===== config.mk =====
export PLATFORM = sky130hd
export DESIGN_NAME = hex_onehot_decoder
export DESIGN_NICKNAME = d
export VERILOG_FILES = /design/src/rtl/hex_onehot_decoder.sv
export SDC_FILE = /design/constraint.sdc
export NUM_CORES = 1
export LEC_CHECK = 0
export CORE_MARGIN = 4
export CORE_UTILIZATION = 40
export DETAILED_ROUTE_END_ITERATION = 10
export GPL_TIMING_DRIVEN = 1
export PLACE_DENSITY_LB_ADDON = 0.2
export SLEW_MARGIN = 20
export SYNTH_ARGS = -nofsm -noshare
export SYNTH_HDL_FRONTEND = slang
export SYNTH_SLANG_ARGS = --single-unit

===== constraint.sdc =====
create_clock -name clk -period 3.3 [get_ports clk]
set_input_delay 0.66 -clock clk [delete_from_list [all_inputs] [get_ports clk]]
set_output_delay 0.66 -clock clk [all_outputs]
set_load 0.02 [all_outputs]

===== src/rtl/hex_onehot_decoder.sv =====
// Streaming 4-to-16 decoder: hex codes enter over a valid/ready handshake,
// are decoded to a 16-bit one-hot word at write time, buffered in a small
// FIFO, and presented over a second valid/ready handshake.
module hex_onehot_decoder #(
    parameter int unsigned DEPTH      = 2,
    parameter bit          ACTIVE_LOW = 1'b0,
    parameter int unsigned CNT_W      = 8
) (
    input  logic             clk,
    input  logic             rst_n,
    input  logic             en,
    input  logic             flush,
    input  logic             in_valid,
    output logic             in_ready,
    input  logic [3:0]       in_code,
    output logic             out_valid,
    input  logic             out_ready,
    output logic [15:0]      out_onehot,
    output logic [3:0]       out_code,
    output logic [CNT_W-1:0] dec_count
);

    localparam int unsigned AW        = (DEPTH > 1) ? $clog2(DEPTH) : 1;
    localparam int unsigned PW        = AW + 1;
    localparam logic [15:0] IDLE_WORD = ACTIVE_LOW ? 16'hFFFF : 16'h0000;
    localparam logic [CNT_W-1:0] CNT_MAX = {CNT_W{1'b1}};

    // Storage: decoded word and raw code per entry
    logic [15:0]      word_q [DEPTH];
    logic [15:0]      word_d [DEPTH];
    logic [3:0]       code_q [DEPTH];
    logic [3:0]       code_d [DEPTH];

    // Pointers carry one extra wrap bit to tell full from empty
    logic [PW-1:0]    wr_ptr_q, wr_ptr_d;
    logic [PW-1:0]    rd_ptr_q, rd_ptr_d;

    logic             in_ready_q, in_ready_d;
    logic             out_valid_q, out_valid_d;
    logic [15:0]      out_onehot_q, out_onehot_d;
    logic [3:0]       out_code_q, out_code_d;
    logic [CNT_W-1:0] dec_count_q, dec_count_d;

    logic             push, pop;
    logic             full_d, empty_d;
    logic [15:0]      decoded;
    logic [AW-1:0]    head_idx;

    // Next-state: handshakes, storage write, pointer update and registered outputs
    always_comb begin
        word_d       = word_q;
        code_d       = code_q;
        wr_ptr_d     = wr_ptr_q;
        rd_ptr_d     = rd_ptr_q;
        dec_count_d  = dec_count_q;
        push         = 1'b0;
        pop          = 1'b0;
        decoded      = 16'(1) << in_code;
        if (ACTIVE_LOW) begin
            decoded = ~decoded;
        end

        // Flush overrides both handshakes; a pop in the flush cycle is not counted
        push = in_valid  & in_ready_q  & ~flush;
        pop  = out_valid_q & out_ready & ~flush;

        if (flush) begin
            wr_ptr_d = '0;
            rd_ptr_d = '0;
        end else begin
            if (push) begin
                word_d[wr_ptr_q[AW-1:0]] = decoded;
                code_d[wr_ptr_q[AW-1:0]] = in_code;
                wr_ptr_d                 = wr_ptr_q + PW'(1);
            end
            if (pop) begin
                rd_ptr_d = rd_ptr_q + PW'(1);
                if (dec_count_q != CNT_MAX) begin
                    dec_count_d = dec_count_q + CNT_W'(1);
                end
            end
        end

        full_d   = (wr_ptr_d[AW-1:0] == rd_ptr_d[AW-1:0]) &&
                   (wr_ptr_d[PW-1]   != rd_ptr_d[PW-1]);
        empty_d  = (wr_ptr_d == rd_ptr_d);
        head_idx = rd_ptr_d[AW-1:0];

        // Head entry is read from next-state storage so a push into an empty FIFO shows next cycle
        in_ready_d   = en & ~full_d & ~flush;
        out_valid_d  = ~empty_d;
        out_onehot_d = empty_d ? IDLE_WORD : word_d[head_idx];
        out_code_d   = empty_d ? 4'h0      : code_d[head_idx];
    end

    // State registers; reset discards every entry
    always_ff @(posedge clk or negedge rst_n) begin
        if (!rst_n) begin
            for (int i = 0; i < int'(DEPTH); i++) begin
                word_q[i] <= IDLE_WORD;
                code_q[i] <= 4'h0;
            end
            wr_ptr_q     <= '0;
            rd_ptr_q     <= '0;
            in_ready_q   <= 1'b0;
            out_valid_q  <= 1'b0;
            out_onehot_q <= IDLE_WORD;
            out_code_q   <= 4'h0;
            dec_count_q  <= '0;
        end else begin
            word_q       <= word_d;
            code_q       <= code_d;
            wr_ptr_q     <= wr_ptr_d;
            rd_ptr_q     <= rd_ptr_d;
            in_ready_q   <= in_ready_d;
            out_valid_q  <= out_valid_d;
            out_onehot_q <= out_onehot_d;
            out_code_q   <= out_code_d;
            dec_count_q  <= dec_count_d;
        end
    end

    assign in_ready   = in_ready_q;
    assign out_valid  = out_valid_q;
    assign out_onehot = out_onehot_q;
    assign out_code   = out_code_q;
    assign dec_count  = dec_count_q;

endmodule


==> flow_summary.yaml <==
yosys:
  synth.net_count: 239
  async_flop_share_pct: 100
  synth_edf_count: 0
  synth_cell_type_count: 40
  postSynthAreaPerCell_sq_um: 15.0
  yosysTopAreaCell: "dfrtp_1"
  syn-cell-area_sq_mm: 0.00342
  synth.area.top_cells: "dfrtp_1 (54%), mux2_2 (12%), a211oi_2 (7.0%)"
  syn_inst: 228
  ys.flop_type: "dfrtp_1"
  synth-seq-cells: 74
  synth-seq-area-share_pct: 54.2
  synth.top_cell.area_share_pct: 54.2
  yosysWarnings: 0
sta:
  slew_viol_final: 0
  fin_skew_ns: 0.00717
  tns_ns: 0
  rsz0062_at_grt: "false"
  finalSetupViolCount: 0
  post-route-period-util_pct: 78.6
  fmax_mhz: 385
  hold_viol: 0
  slew_headroom_pct: 52.4
  post-route-min-period_ns: 2.60
  max_slew.worst_pin.slew_ns: 0.714
  fin_ws_ns: 0.705
setup_path:
  endpoint: "out_code[1]"
  cp.required_ns: 3.50
  crit_start: "flush"
  crit_top_cell: "buf_4"
  critPathCaptureType: "register"
  reg2reg_depth: 5
  r2r_slack_ns: 1.36
  cp_max_fo: 9
  cp-start-kind: "input pin"
  crit_chain: "clkdlybuf4s50_1 -> buf_4 -> and4bb_1 -> buf_4 -> mux2_2 -> mux2i_1 -> a211oi_2"
  cp_slowest_cell: "and4bb_1"
  timing.rr.end: "out_code[1]"
  crit_arrival_ns: 2.79
  cpPeakStageDelay_ns: 0.52
  crit_type: "in -> reg"
  rr_startpoint: "wr_ptr_q[0]"
finish:
  final_cell_mix: "dfrtp_1 (74), clkdlybuf4s50_1 (38), mux2_2 (37)"
  drive_above_1_share_pct: 32.9
  fill_cells: 752
  area_delta_synth_final_pct: 20.2
  n_antenna_cell: 0
  stdcell_area_sq_mm: 0.00411
  regArea_sq_mm: 0.00185
  mostFrequentLayoutCell: "dfrtp_1"
  multi_input_area_sq_mm: 0.00143
  num-nets-final: 284
grt:
  grt_max_degree: 45
  grt_pass1_wl_microns: 11200
  gr-total-overflow: 0
  antenna_found_initial: 0
  groute.usage.overall_pct: 14.4
  grt_pass1_vias: 2150
floorplan:
  core-area_sq_mm: 0.00826
  die_w_microns: 100
  die_h_microns: 100
  start_util_pct: 41.4
  rows: 33
  num_io_pins: 40
  dieArea_sq_mm: 0.0101
route:
  ant_nets: 0
  drtIter0Drc: 39
  vias: 1954
  drt-total-wl_microns: 6690
  viasPerCell: 5.12
  drc: 0
  routedWlPerCell_microns: 17.5
  dr.pass1.iters: 4
placed_design:
  pre_cts_ws_ns: 0.191
  gp_congestion: 0.699
  dp_hpwl_microns: 4220
  placed_area_sq_mm: 0.00391
  port_buffers: 39
cts:
  cts_setup_buffers: 0
  cts_root_buf: "clkbuf_8"
  clk_path_buf_depth: 2
  cts_hold_buf: 0
  clock-sinks: 74
  insertion_delay_ns: 0.34
  cts_resized: 0
  cts_buffers: 9
  cts_tree: "yes"
  clkTransAtPathRegs_ns: 0.07
  cts_max_level: 3
outcome:
  outcome: "finished, final reports clean"
run:
  cap_viol_max_count: 0
power:
  leakage_uw: 0.00177
  power.density_mw_per_mm2: 486
  vdd_drop_max_mv: 0.283
worst_hold_path:
  hold_path.class: "in -> async"
[state kept, by name (all words and copies together) (netlist names)]
signal,count
dec_count,8
out_code,4
wr_ptr_q,2
out_onehot,16
code_q,8
word_q,32
out_valid,1
rd_ptr_q,2
in_ready,1
[metrics by stage]
| step | std cells | power (uW) | util (%) | hold WS [ns] |
|---|---|---|---|---|
| after floorplan | 228 | 1210 | - | 0.364 |
| after global placement | 367 | 1330 | 47.4 | 0.466 |
| after detailed placement | 367 | 1340 | 47.4 | 0.470 |
| after CTS | 382 | 2020 | 49.6 | 0.388 |
| after global routing | 382 | 2100 | 49.7 | 0.421 |
| final | 382 | 2000 | 49.7 | 0.367 |
[critical path, delay by kind of cell]
kind	cells	cell delay, ns
muxes	2	0.56
and+or+nand+nor	1	0.52
AOI/OAI and AO/OA	1	0.07
buffers and inverters	3	0.97
[area by class of cell]
type,count,share of cell area (%)
well taps,105,3.20
inverters,2,0.183
multi-input cells,135,34.8
flip-flops and latches,74,45.1
clock buffers,12,3.53
clock inverters,3,0.975
repair buffers,51,12.2
[cell usage after synthesis, types with 3 or more instances]
library cell	number
dfrtp_1	74
mux2_2	37
mux2i_1	22
a211oi_2	19
buf_4	10
buf_6	5
nor4bb_1	5
and4b_1	4
nor4b_1	4
xnor2_1	4
xor2_1	4
nand2_1	3
nand3_1	3
[cell families after synthesis]
logic type | Yosys count | share of synthesized area [%]
and+or+nand+nor | 34 | 8.20
DFF | 74 | 54.2
buffers and inverters | 19 | 4.28
muxes | 61 | 19.3
xor gates and xnor gates | 12 | 4.61
adders and majority gates | 1 | 0.366
AOI/OAI and AO/OA | 27 | 9.08
[per-layer routing]
metal,wire length (microns),global-route usage [%],vias up
li1,-,-,925
met1,3290,20.5,981
met2,3040,21.2,38
met3,272,4.17,10
met4,86,4.97,0
met5,0,0,-
[how the worst min path moves through the flow]
stage	depth (start not counted)	to	slack [ns]	startpoint
after detailed placement	1	code_q[3]	0.47	code_q[3]
final	1	out_onehot[12]	0.37	rst_n
after global placement	1	code_q[3]	0.47	code_q[3]
after floorplan	0	code_q[0]	0.36	rst_n
after CTS	1	out_onehot[12]	0.39	rst_n
after global routing	1	out_onehot[12]	0.42	rst_n
[power breakdown]
group	internal [uW]	switching, uW
sequential	970	34.8
combinational	143	168
clock	364	318
No activity file was read; power rests on OpenSTA's default activity.
